<file path="src/rtl/cdc_arb_pkg.sv">
// -----------------------------------------------------------------------------
// cdc_arb_pkg
// Shared definitions for the USB CDC transmit arbiter:
//   - arb_state_e : arbiter FSM states (ARB_IDLE, ARB_BUSY)
//   - MAX_REQ     : largest supported number of requesters
//   - BYTE_W      : width of one stream byte
// -----------------------------------------------------------------------------
package cdc_arb_pkg;

    localparam int MAX_REQ = 8;
    localparam int BYTE_W  = 8;

    typedef enum logic [0:0] {
        ARB_IDLE = 1'b0,
        ARB_BUSY = 1'b1
    } arb_state_e;

endpackage : cdc_arb_pkg

</file>
<file path="src/rtl/rr_pick.sv">
// -----------------------------------------------------------------------------
// rr_pick
// Combinational round-robin priority picker. Starting at index ptr and
// searching upward (wrapping modulo NUM_REQ), the first set request bit wins.
//
// Ports:
//   req     in  NUM_REQ  request vector
//   ptr     in  PTR_W    index with highest priority (must be < NUM_REQ)
//   gnt     out NUM_REQ  one-hot winner, zero when no request
//   any_req out 1        at least one request bit is set
// -----------------------------------------------------------------------------
module rr_pick
    import cdc_arb_pkg::*;
#(
    parameter int NUM_REQ = 2,
    parameter int PTR_W   = 1
) (
    input  logic [NUM_REQ-1:0] req,
    input  logic [PTR_W-1:0]   ptr,
    output logic [NUM_REQ-1:0] gnt,
    output logic               any_req
);

    logic [NUM_REQ-1:0] rot_s;
    logic [NUM_REQ-1:0] pick_s;
    logic               found_s;

    // Rotate so ptr lands on bit 0, take the lowest set bit, rotate back.
    always_comb begin
        rot_s   = NUM_REQ'({req, req} >> ptr);
        pick_s  = '0;
        found_s = 1'b0;
        for (int i = 0; i < NUM_REQ; i++) begin
            pick_s[i] = rot_s[i] & ~found_s;
            found_s   = found_s | rot_s[i];
        end
        gnt = NUM_REQ'(({pick_s, pick_s} << ptr) >> NUM_REQ);
    end

    assign any_req = |req;

endmodule : rr_pick

</file>
<file path="src/rtl/cdc_tx_arbiter.sv">
// -----------------------------------------------------------------------------
// cdc_tx_arbiter
// Message-granular round-robin arbiter sharing the single USB CDC IN byte
// stream among NUM_REQ byte-stream requesters. A grant lasts for a whole
// message (ended by a transferred byte with last set), so lines from
// different sources never interleave. One IDLE bubble separates messages.
//
// Optional feature (macro CDC_TX_ARB_TIMEOUT_EN): a stall counter revokes the
// grant after TIMEOUT_CYCLES consecutive cycles in which the owner shows no
// valid byte. Back-pressure (valid high, in_ready_i low) never counts.
//
// Ports:
//   clk_i        in   application clock
//   rstn_i       in   asynchronous active-low reset
//   req_data_i   in   8*NUM_REQ  byte per requester, k at [8k+7:8k]
//   req_valid_i  in   NUM_REQ    byte valid per requester
//   req_last_i   in   NUM_REQ    byte ends the message
//   req_ready_o  out  NUM_REQ    byte accepted (owner only)
//   in_data_o    out  8          byte to usb_cdc
//   in_valid_o   out  1          valid to usb_cdc
//   in_ready_i   in   1          ready from usb_cdc
//   grant_o      out  NUM_REQ    one-hot current owner, zero when idle
//   busy_o       out  1          message in progress
//   timeout_o    out  1          one-cycle pulse on timeout revocation
// -----------------------------------------------------------------------------
module cdc_tx_arbiter
    import cdc_arb_pkg::*;
#(
    parameter int NUM_REQ        = 2,
    parameter int TIMEOUT_CYCLES = 1024
) (
    input  logic                      clk_i,
    input  logic                      rstn_i,
    input  logic [BYTE_W*NUM_REQ-1:0] req_data_i,
    input  logic [NUM_REQ-1:0]        req_valid_i,
    input  logic [NUM_REQ-1:0]        req_last_i,
    output logic [NUM_REQ-1:0]        req_ready_o,
    output logic [BYTE_W-1:0]         in_data_o,
    output logic                      in_valid_o,
    input  logic                      in_ready_i,
    output logic [NUM_REQ-1:0]        grant_o,
    output logic                      busy_o,
    output logic                      timeout_o
);

    localparam int PTR_W = (NUM_REQ > 1) ? $clog2(NUM_REQ) : 1;

    // Reject illegal configurations at elaboration time.
    if (NUM_REQ < 1 || NUM_REQ > MAX_REQ || TIMEOUT_CYCLES < 2) begin : g_bad_param
        $error("cdc_tx_arbiter: illegal NUM_REQ or TIMEOUT_CYCLES");
    end

    arb_state_e          state_r, state_s;
    logic [NUM_REQ-1:0]  grant_r, grant_s;
    logic [PTR_W-1:0]    ptr_r, ptr_s;
    logic [NUM_REQ-1:0]  pick_gnt_s;
    logic                pick_any_s;
    logic [PTR_W-1:0]    owner_idx_s;
    logic [PTR_W-1:0]    ptr_after_s;
    logic [BYTE_W-1:0]   sel_data_s;
    logic                sel_valid_s;
    logic                sel_last_s;
    logic                busy_s;
    logic                xfer_s;
    logic                timeout_fire_s;

    rr_pick #(
        .NUM_REQ (NUM_REQ),
        .PTR_W   (PTR_W)
    ) u_pick (
        .req     (req_valid_i),
        .ptr     (ptr_r),
        .gnt     (pick_gnt_s),
        .any_req (pick_any_s)
    );

    // One-hot AND-OR mux of the owner's data/valid/last plus owner index;
    // everything reads zero while grant_r is empty.
    always_comb begin
        sel_data_s  = '0;
        sel_valid_s = 1'b0;
        sel_last_s  = 1'b0;
        owner_idx_s = '0;
        for (int k = 0; k < NUM_REQ; k++) begin
            sel_data_s  = sel_data_s | ({BYTE_W{grant_r[k]}} & req_data_i[k*BYTE_W +: BYTE_W]);
            sel_valid_s = sel_valid_s | (grant_r[k] & req_valid_i[k]);
            sel_last_s  = sel_last_s | (grant_r[k] & req_last_i[k]);
            owner_idx_s = owner_idx_s | (grant_r[k] ? PTR_W'(k) : PTR_W'(0));
        end
    end

    assign busy_s      = (state_r == ARB_BUSY);
    assign xfer_s      = busy_s & sel_valid_s & in_ready_i;
    assign ptr_after_s = (owner_idx_s == PTR_W'(NUM_REQ - 1)) ? '0 : (owner_idx_s + PTR_W'(1));

`ifdef CDC_TX_ARB_TIMEOUT_EN
    localparam int CNT_W = $clog2(TIMEOUT_CYCLES + 1);

    logic [CNT_W-1:0] stall_cnt_r, stall_cnt_s;
    logic             timeout_r;

    // Stall counter: counts owner-silent cycles in BUSY, fires on the cycle
    // that would bring it to TIMEOUT_CYCLES.
    always_comb begin
        stall_cnt_s    = '0;
        timeout_fire_s = 1'b0;
        if (busy_s && !sel_valid_s) begin
            if (stall_cnt_r == CNT_W'(TIMEOUT_CYCLES - 1)) begin
                timeout_fire_s = 1'b1;
                stall_cnt_s    = '0;
            end else begin
                stall_cnt_s    = stall_cnt_r + CNT_W'(1);
            end
        end else begin
            stall_cnt_s = '0;
        end
    end

    // Stall counter and timeout pulse registers.
    always_ff @(posedge clk_i or negedge rstn_i) begin
        if (!rstn_i) begin
            stall_cnt_r <= '0;
            timeout_r   <= 1'b0;
        end else begin
            stall_cnt_r <= stall_cnt_s;
            timeout_r   <= timeout_fire_s;
        end
    end

    assign timeout_o = timeout_r;
`else
    assign timeout_fire_s = 1'b0;
    assign timeout_o      = 1'b0;
`endif

    // Next-state logic: arbitrate in IDLE, release on last transfer or timeout.
    always_comb begin
        state_s = state_r;
        grant_s = grant_r;
        ptr_s   = ptr_r;
        case (state_r)
            ARB_IDLE: begin
                if (pick_any_s) begin
                    state_s = ARB_BUSY;
                    grant_s = pick_gnt_s;
                end else begin
                    state_s = ARB_IDLE;
                    grant_s = '0;
                end
            end
            ARB_BUSY: begin
                if ((xfer_s && sel_last_s) || timeout_fire_s) begin
                    state_s = ARB_IDLE;
                    grant_s = '0;
                    ptr_s   = ptr_after_s;
                end else begin
                    state_s = ARB_BUSY;
                end
            end
            default: begin
                state_s = ARB_IDLE;
                grant_s = '0;
                ptr_s   = '0;
            end
        endcase
    end

    // FSM state, owner and round-robin pointer registers.
    always_ff @(posedge clk_i or negedge rstn_i) begin
        if (!rstn_i) begin
            state_r <= ARB_IDLE;
            grant_r <= '0;
            ptr_r   <= '0;
        end else begin
            state_r <= state_s;
            grant_r <= grant_s;
            ptr_r   <= ptr_s;
        end
    end

    // Stream path is a combinational pass-through of the owner.
    assign busy_o      = busy_s;
    assign grant_o     = grant_r;
    assign in_valid_o  = busy_s & sel_valid_s;
    assign in_data_o   = busy_s ? sel_data_s : '0;
    assign req_ready_o = busy_s ? (grant_r & {NUM_REQ{in_ready_i}}) : '0;

endmodule : cdc_tx_arbiter

</file>
<file path="config.mk">
export PLATFORM = sky130hd
export DESIGN_NAME = cdc_tx_arbiter
export DESIGN_NICKNAME = d
export VERILOG_FILES = /design/src/rtl/cdc_arb_pkg.sv /design/src/rtl/rr_pick.sv /design/src/rtl/cdc_tx_arbiter.sv
export SDC_FILE = /design/constraint.sdc
export NUM_CORES = 1
export LEC_CHECK = 0
export ABC_CLOCK_PERIOD_IN_PS = 1000
export CAP_MARGIN = 10
export CORE_MARGIN = 1
export CORE_UTILIZATION = 25
export DETAILED_ROUTE_END_ITERATION = 8
export GPL_TIMING_DRIVEN = 0
export PLACE_DENSITY = 0.72
export SYNTH_ARGS = -nofsm -noshare
export SYNTH_HDL_FRONTEND = slang
export SYNTH_SLANG_ARGS = --single-unit
</file>
<file path="constraint.sdc">
create_clock -name clk_i -period 1 [get_ports clk_i]
set_input_delay 0.15 -clock clk_i [delete_from_list [all_inputs] [get_ports clk_i]]
set_output_delay 0.15 -clock clk_i [all_outputs]
set_load 0.01 [all_outputs]
</file>
# Word-level counts from Yosys, hierarchy flattened
# Cells that the tools add are included.
# Widths: inputs -> output; s select.
dict set report word_totals {
  register_bits 4
  output_inout_bits 15
  inputBits 23
  elab_cells 35
}
dict set report classes {
  n_shift 2
  reduce_logical 3
  n_addsub 1
  n_eq_ne 1
  n_bitwise 15
  mux 10
}
# operator n
set op_table {}
lappend op_table {{$and 8x8->8} 2}
lappend op_table {{$mux 8} 1}
lappend op_table {{$or 8x8->8} 1}
lappend op_table {{$and 1x1->1} 7}
lappend op_table {{$mux 2} 3}
lappend op_table {{$mux 1} 4}
lappend op_table {{$pmux 2 s2} 1}
lappend op_table {{$shl 4x1->4} 1}
lappend op_table {{$shr 4x1->2} 1}
lappend op_table {{$and 2x2->2} 1}
lappend op_table {{$ne 2x1->1 const B} 1}
lappend op_table {{$not 1->1} 2}
lappend op_table {{$or 1x1->1} 2}
lappend op_table {{$pmux 1 s2} 1}
lappend op_table {{$reduce_and 2->1} 1}
lappend op_table {{$reduce_or 2->1} 1}
lappend op_table {{$add 1x1->1 const B} 1}
lappend op_table {{$logic_and 1x1->1} 1}

# Longest topological paths before layout
dict set report depth {
  word_depth 7
  ltp_mapped 3
  depth_no_buf 3
}

# By module
# From an unflattened synthesis, not the netlist that was laid out.
dict set report unflattened {
  hier_cells 42
  hier_area_um2 375.4
}
# mod n_inst area_each_um2 seq_area_each_um2 cells_per_inst
set by_module_without_submodules {}
lappend by_module_without_submodules {cdc_tx_arbiter 1 350.3 100.1 38}
lappend by_module_without_submodules {rr_pick 1 25.0 0.0 4}

# Worst setup path before layout
# No wires, ideal clock.
dict set report synth_timing {
  kind {reg2out}
  from {reg state_r (netlist: busy_o)}
  to {out in_data_o[0]}
  stages_incl_launch_ff 4
  setup_slack_ns -0.124
  required_ns 0.850
  path_buffers 2
  arrival_ns 0.974
  path_cell_list {dfrtp_1 > clkbuf_2 > buf_2 > nor2b_1}
}
dict set report synth_via {
  elab_chain_len 1
}
# element line
set synth_rtl {}
lappend synth_rtl {{start, declared} cdc_tx_arbiter.sv:53} ;# arb_state_e state_r, state_s;
lappend synth_rtl {{start signal, assigned} cdc_tx_arbiter.sv:175} ;# state_r <= state_s;
lappend synth_rtl {{$mux 8} cdc_tx_arbiter.sv:185} ;# assign in_data_o = busy_s ? sel_data_s : '0;
lappend synth_rtl {{end, declared} cdc_tx_arbiter.sv:38} ;# output logic [BYTE_W-1:0] in_data_o,
# Every way passes these cells.

# Worst setup path after layout
dict set report layout_timing {
  from {reg state_r (netlist: busy_o)}
  to {out in_data_o[6]}
}
# The elaborated chain is that of the path after synthesis.

==> flow_metrics.env <==
export IMPL_cts_max_level=1
export IMPL_placedCellCount=95
export IMPL_ant_nets=0
export IMPL_finalNetCount=119
export IMPL_yosysWarnings=0
export IMPL_drt_iter0_drc=5
export IMPL_p_comb_share_pct=75.7
export IMPL_p_leak_nw=0.457
export IMPL_fmax_mhz=749
export IMPL_rows=13
export IMPL_place_gp_congestion=0.785
export IMPL_wire_per_inst_um=14.3
export IMPL_synth_edf_count=0
export IMPL_grt_remaining_overflow=0
export IMPL_die_width_um=41.4
export IMPL_powerDensity_mw_per_mm2=2020
export IMPL_clock_path_buffers=2
export IMPL_synthTopCellsByCount="nor2b_1 (9), a22oi_1 (8), dfrtp_1 (4)"
export IMPL_antenna_cells=0
export IMPL_rsz0062_at_grt="yes"
export IMPL_cts_tree="done"
export IMPL_p_int_mw=1.23
export IMPL_grt_pass1_vias=497
export IMPL_port_buffers=36
export IMPL_required_ns=0.85
export IMPL_yosysTopAreaCell="dfrtp_1"
export IMPL_clk_pin_slew_ns=0.04
export IMPL_placed_area_um2=815
export IMPL_track_usage_pct=20.4
export IMPL_avgSynthCellArea_um2=8.82
export IMPL_cap_viol_max_count=0
export IMPL_synth_top_area_share_pct=25.8
export IMPL_outcome="finished, violations left"
export IMPL_cts_root_buffer="clkbuf_4"
export IMPL_hold_buffers=0
export IMPL_area_growth_pct=152
export IMPL_ys_ff_latch=4
export IMPL_initial_core_util_pct=28.4
export IMPL_synth_main_ff_cell="dfrtp_1"
export IMPL_stdcell_area_um2=976
export IMPL_die_h_um=41.4
export IMPL_grt_max_degree=7
export IMPL_ios=38
export IMPL_power_frac_clock_pct=10.5
export IMPL_timing_worst_setup_path_type="flip-flop to output pin"
export IMPL_end_kind="output pin"
export IMPL_synth_area_um2=388
export IMPL_synth_async_reset_ratio_pct=100
export IMPL_multi_input_area_um2=330
export IMPL_netSwitchingFraction_pct=37.6
export IMPL_ys_top_cells_by_area="dfrtp_1 (26%), a22oi_1 (15%), nor2b_1 (15%)"
export IMPL_cp_start_kind="flip-flop"
export IMPL_fin_setup_tns_ns=-4.97
export IMPL_num_vias=531
export IMPL_antenna_found_initial=0
export IMPL_p_switching_mw=0.743
export IMPL_drc=0
export IMPL_yosysUniqueCellTypes=21
export IMPL_drv_slew=0
export IMPL_pwr_share_seq_pct=13.8
export IMPL_firstDrtPassIters=2
export IMPL_finalCritPeriodShare_pct=133
export IMPL_worstSkewPairLatency_ns=0.24
export IMPL_cp_data_arrival_time_ns=1.18
export IMPL_clock_skew_ns=0.00910
export IMPL_synth_most_common_cell="nor2b_1"
export IMPL_synth_seq_area_share_pct=25.8
export IMPL_drive_gt1_share_pct=59.6
export IMPL_seqCellArea_um2=100
export IMPL_routed_wl_um=1560
export IMPL_numCtsBuffers=3
export IMPL_setup_ws_ns=-0.335
export IMPL_final_util_pct=71.4
export IMPL_grt_pass1_wl_um=2170
export IMPL_min_path_type="primary input to asynchronous set/reset pin"
export IMPL_hold_violations=0
export IMPL_syn_nets=67
export IMPL_ir_worst_vdd_mv=1.35
export IMPL_dp_hpwl_um=934
export IMPL_timing_final_crit_period_ns=1.33
export IMPL_setup_viol=18
export IMPL_power_mw=1.97
export IMPL_pre_cts_ws_ns=-0.607
export IMPL_n_fill_cell=101
export IMPL_failed_checks="setup timing"
export IMPL_synthCells=44
export IMPL_core_area_mm2=0.00137
export IMPL_cts_sinks=4
export IMPL_layout_cells_non_filler=109
export IMPL_avgViaCountPerCell=4.87
export IMPL_crit_fanout=6
export IMPL_hold_ws_ns=0.113
export IMPL_dieArea_mm2=0.00171
-- sequential cells by signal, indices dropped and copies added (netlist names) --
register / cells
grant_o: 2
busy_o: 1
ptr_r: 1
-- power by group through the flow --
stage,sequential [mW],combinational (mW),clock (mW)
2_1_floorplan,0.271,0.621,0
3_3_place_gp,0.278,1.15,0
3_5_place_dp,0.277,1.16,0
4_1_cts,0.268,1.48,0.215
5_1_grt,0.278,1.60,0.227
6_report,0.272,1.49,0.207
-- cells in the final DEF, fill, tap and decap left out --
| master | instances |
|---|---|
| o22ai_2 | 1 |
| a22oi_2 | 9 |
| buf_8 | 1 |
| nor2b_2 | 7 |
| dfrtp_1 | 4 |
| and3_1 | 1 |
| buf_6 | 14 |
| nand2_1 | 1 |
| conb_1 | 1 |
| nor3_1 | 1 |
| clkbuf_4 | 3 |
| a211oi_1 | 1 |
| buf_4 | 7 |
| and4b_1 | 1 |
| a31o_1 | 1 |
| mux2i_1 | 1 |
| nor2b_4 | 2 |
| o21ai_0 | 1 |
| clkdlybuf4s15_2 | 1 |
| nand4b_4 | 1 |
| and3_4 | 1 |
| buf_2 | 8 |
| clkdlybuf4s50_1 | 22 |
| a22o_4 | 1 |
| inv_1 | 2 |
| nor2_1 | 1 |
-- kinds of logic (layout without fill, tap and decap cells) --
logic type      count (synthesis)  in the layout  share of synthesized area [%]
flops                           4              4                           25.8
simple gates                   16             16                           29.7
other cells                     1              1                          0.967
buf+inv                         8             58                           11.0
mux                             1              1                           2.58
compound gates                 14             14                           30.0
-- worst max-delay path, cell delays in order, from the launching register on --
cell and delay (ns):
dfrtp_1 0.41, buf_8 0.15, buf_6 0.12, nor2b_2 0.14
buf_2 0.13
-- final timing paths --
path                       cells after the start  slack (ns)                    from                end
min in group clk_i                             2        0.53       ptr_r$_DFFE_PN0P_  ptr_r$_DFFE_PN0P_
setup / recovery                               4       -0.33        busy_o$_DFF_PN0_       in_data_o[6]
hold reg to reg                                2        0.53       ptr_r$_DFFE_PN0P_  ptr_r$_DFFE_PN0P_
hold / removal                                 1        0.11                  rstn_i   busy_o$_DFF_PN0_
max in group asynchronous                      1        0.71                  rstn_i  ptr_r$_DFFE_PN0P_
setup reg to reg                               5       -0.29  grant_o[0]$_DFFE_PN0P_  ptr_r$_DFFE_PN0P_
-- layout make-up --
| cell class | count | area share [%] |
|---|---|---|
| plain buffers | 6 | 6.92 |
| clock buffers | 3 | 2.31 |
| inverters | 2 | 0.769 |
| multi-input cells | 32 | 33.8 |
| flip-flops and latches | 4 | 10.3 |
| well taps | 15 | 1.92 |
| repair buffers | 47 | 44.0 |
-- repair_timing --
| action | in CTS | in global routing |
|---|---|---|
| endpoints found under the setup margin | 18 | 18 |
| setup buffers | 7 | 2 |
| gates resized for setup | 82 | 2 |
| pin swaps | 7 | 0 |
| gates cloned | 3 | 0 |
-- routing by layer --
layer  routed length, um  GRT usage [%]
met1                 642           24.2
met2                 784           32.8
met3                 113           5.32
met4                  19           12.1
met5                   0              0
Note: power is estimated with default switching activity, not from simulation.
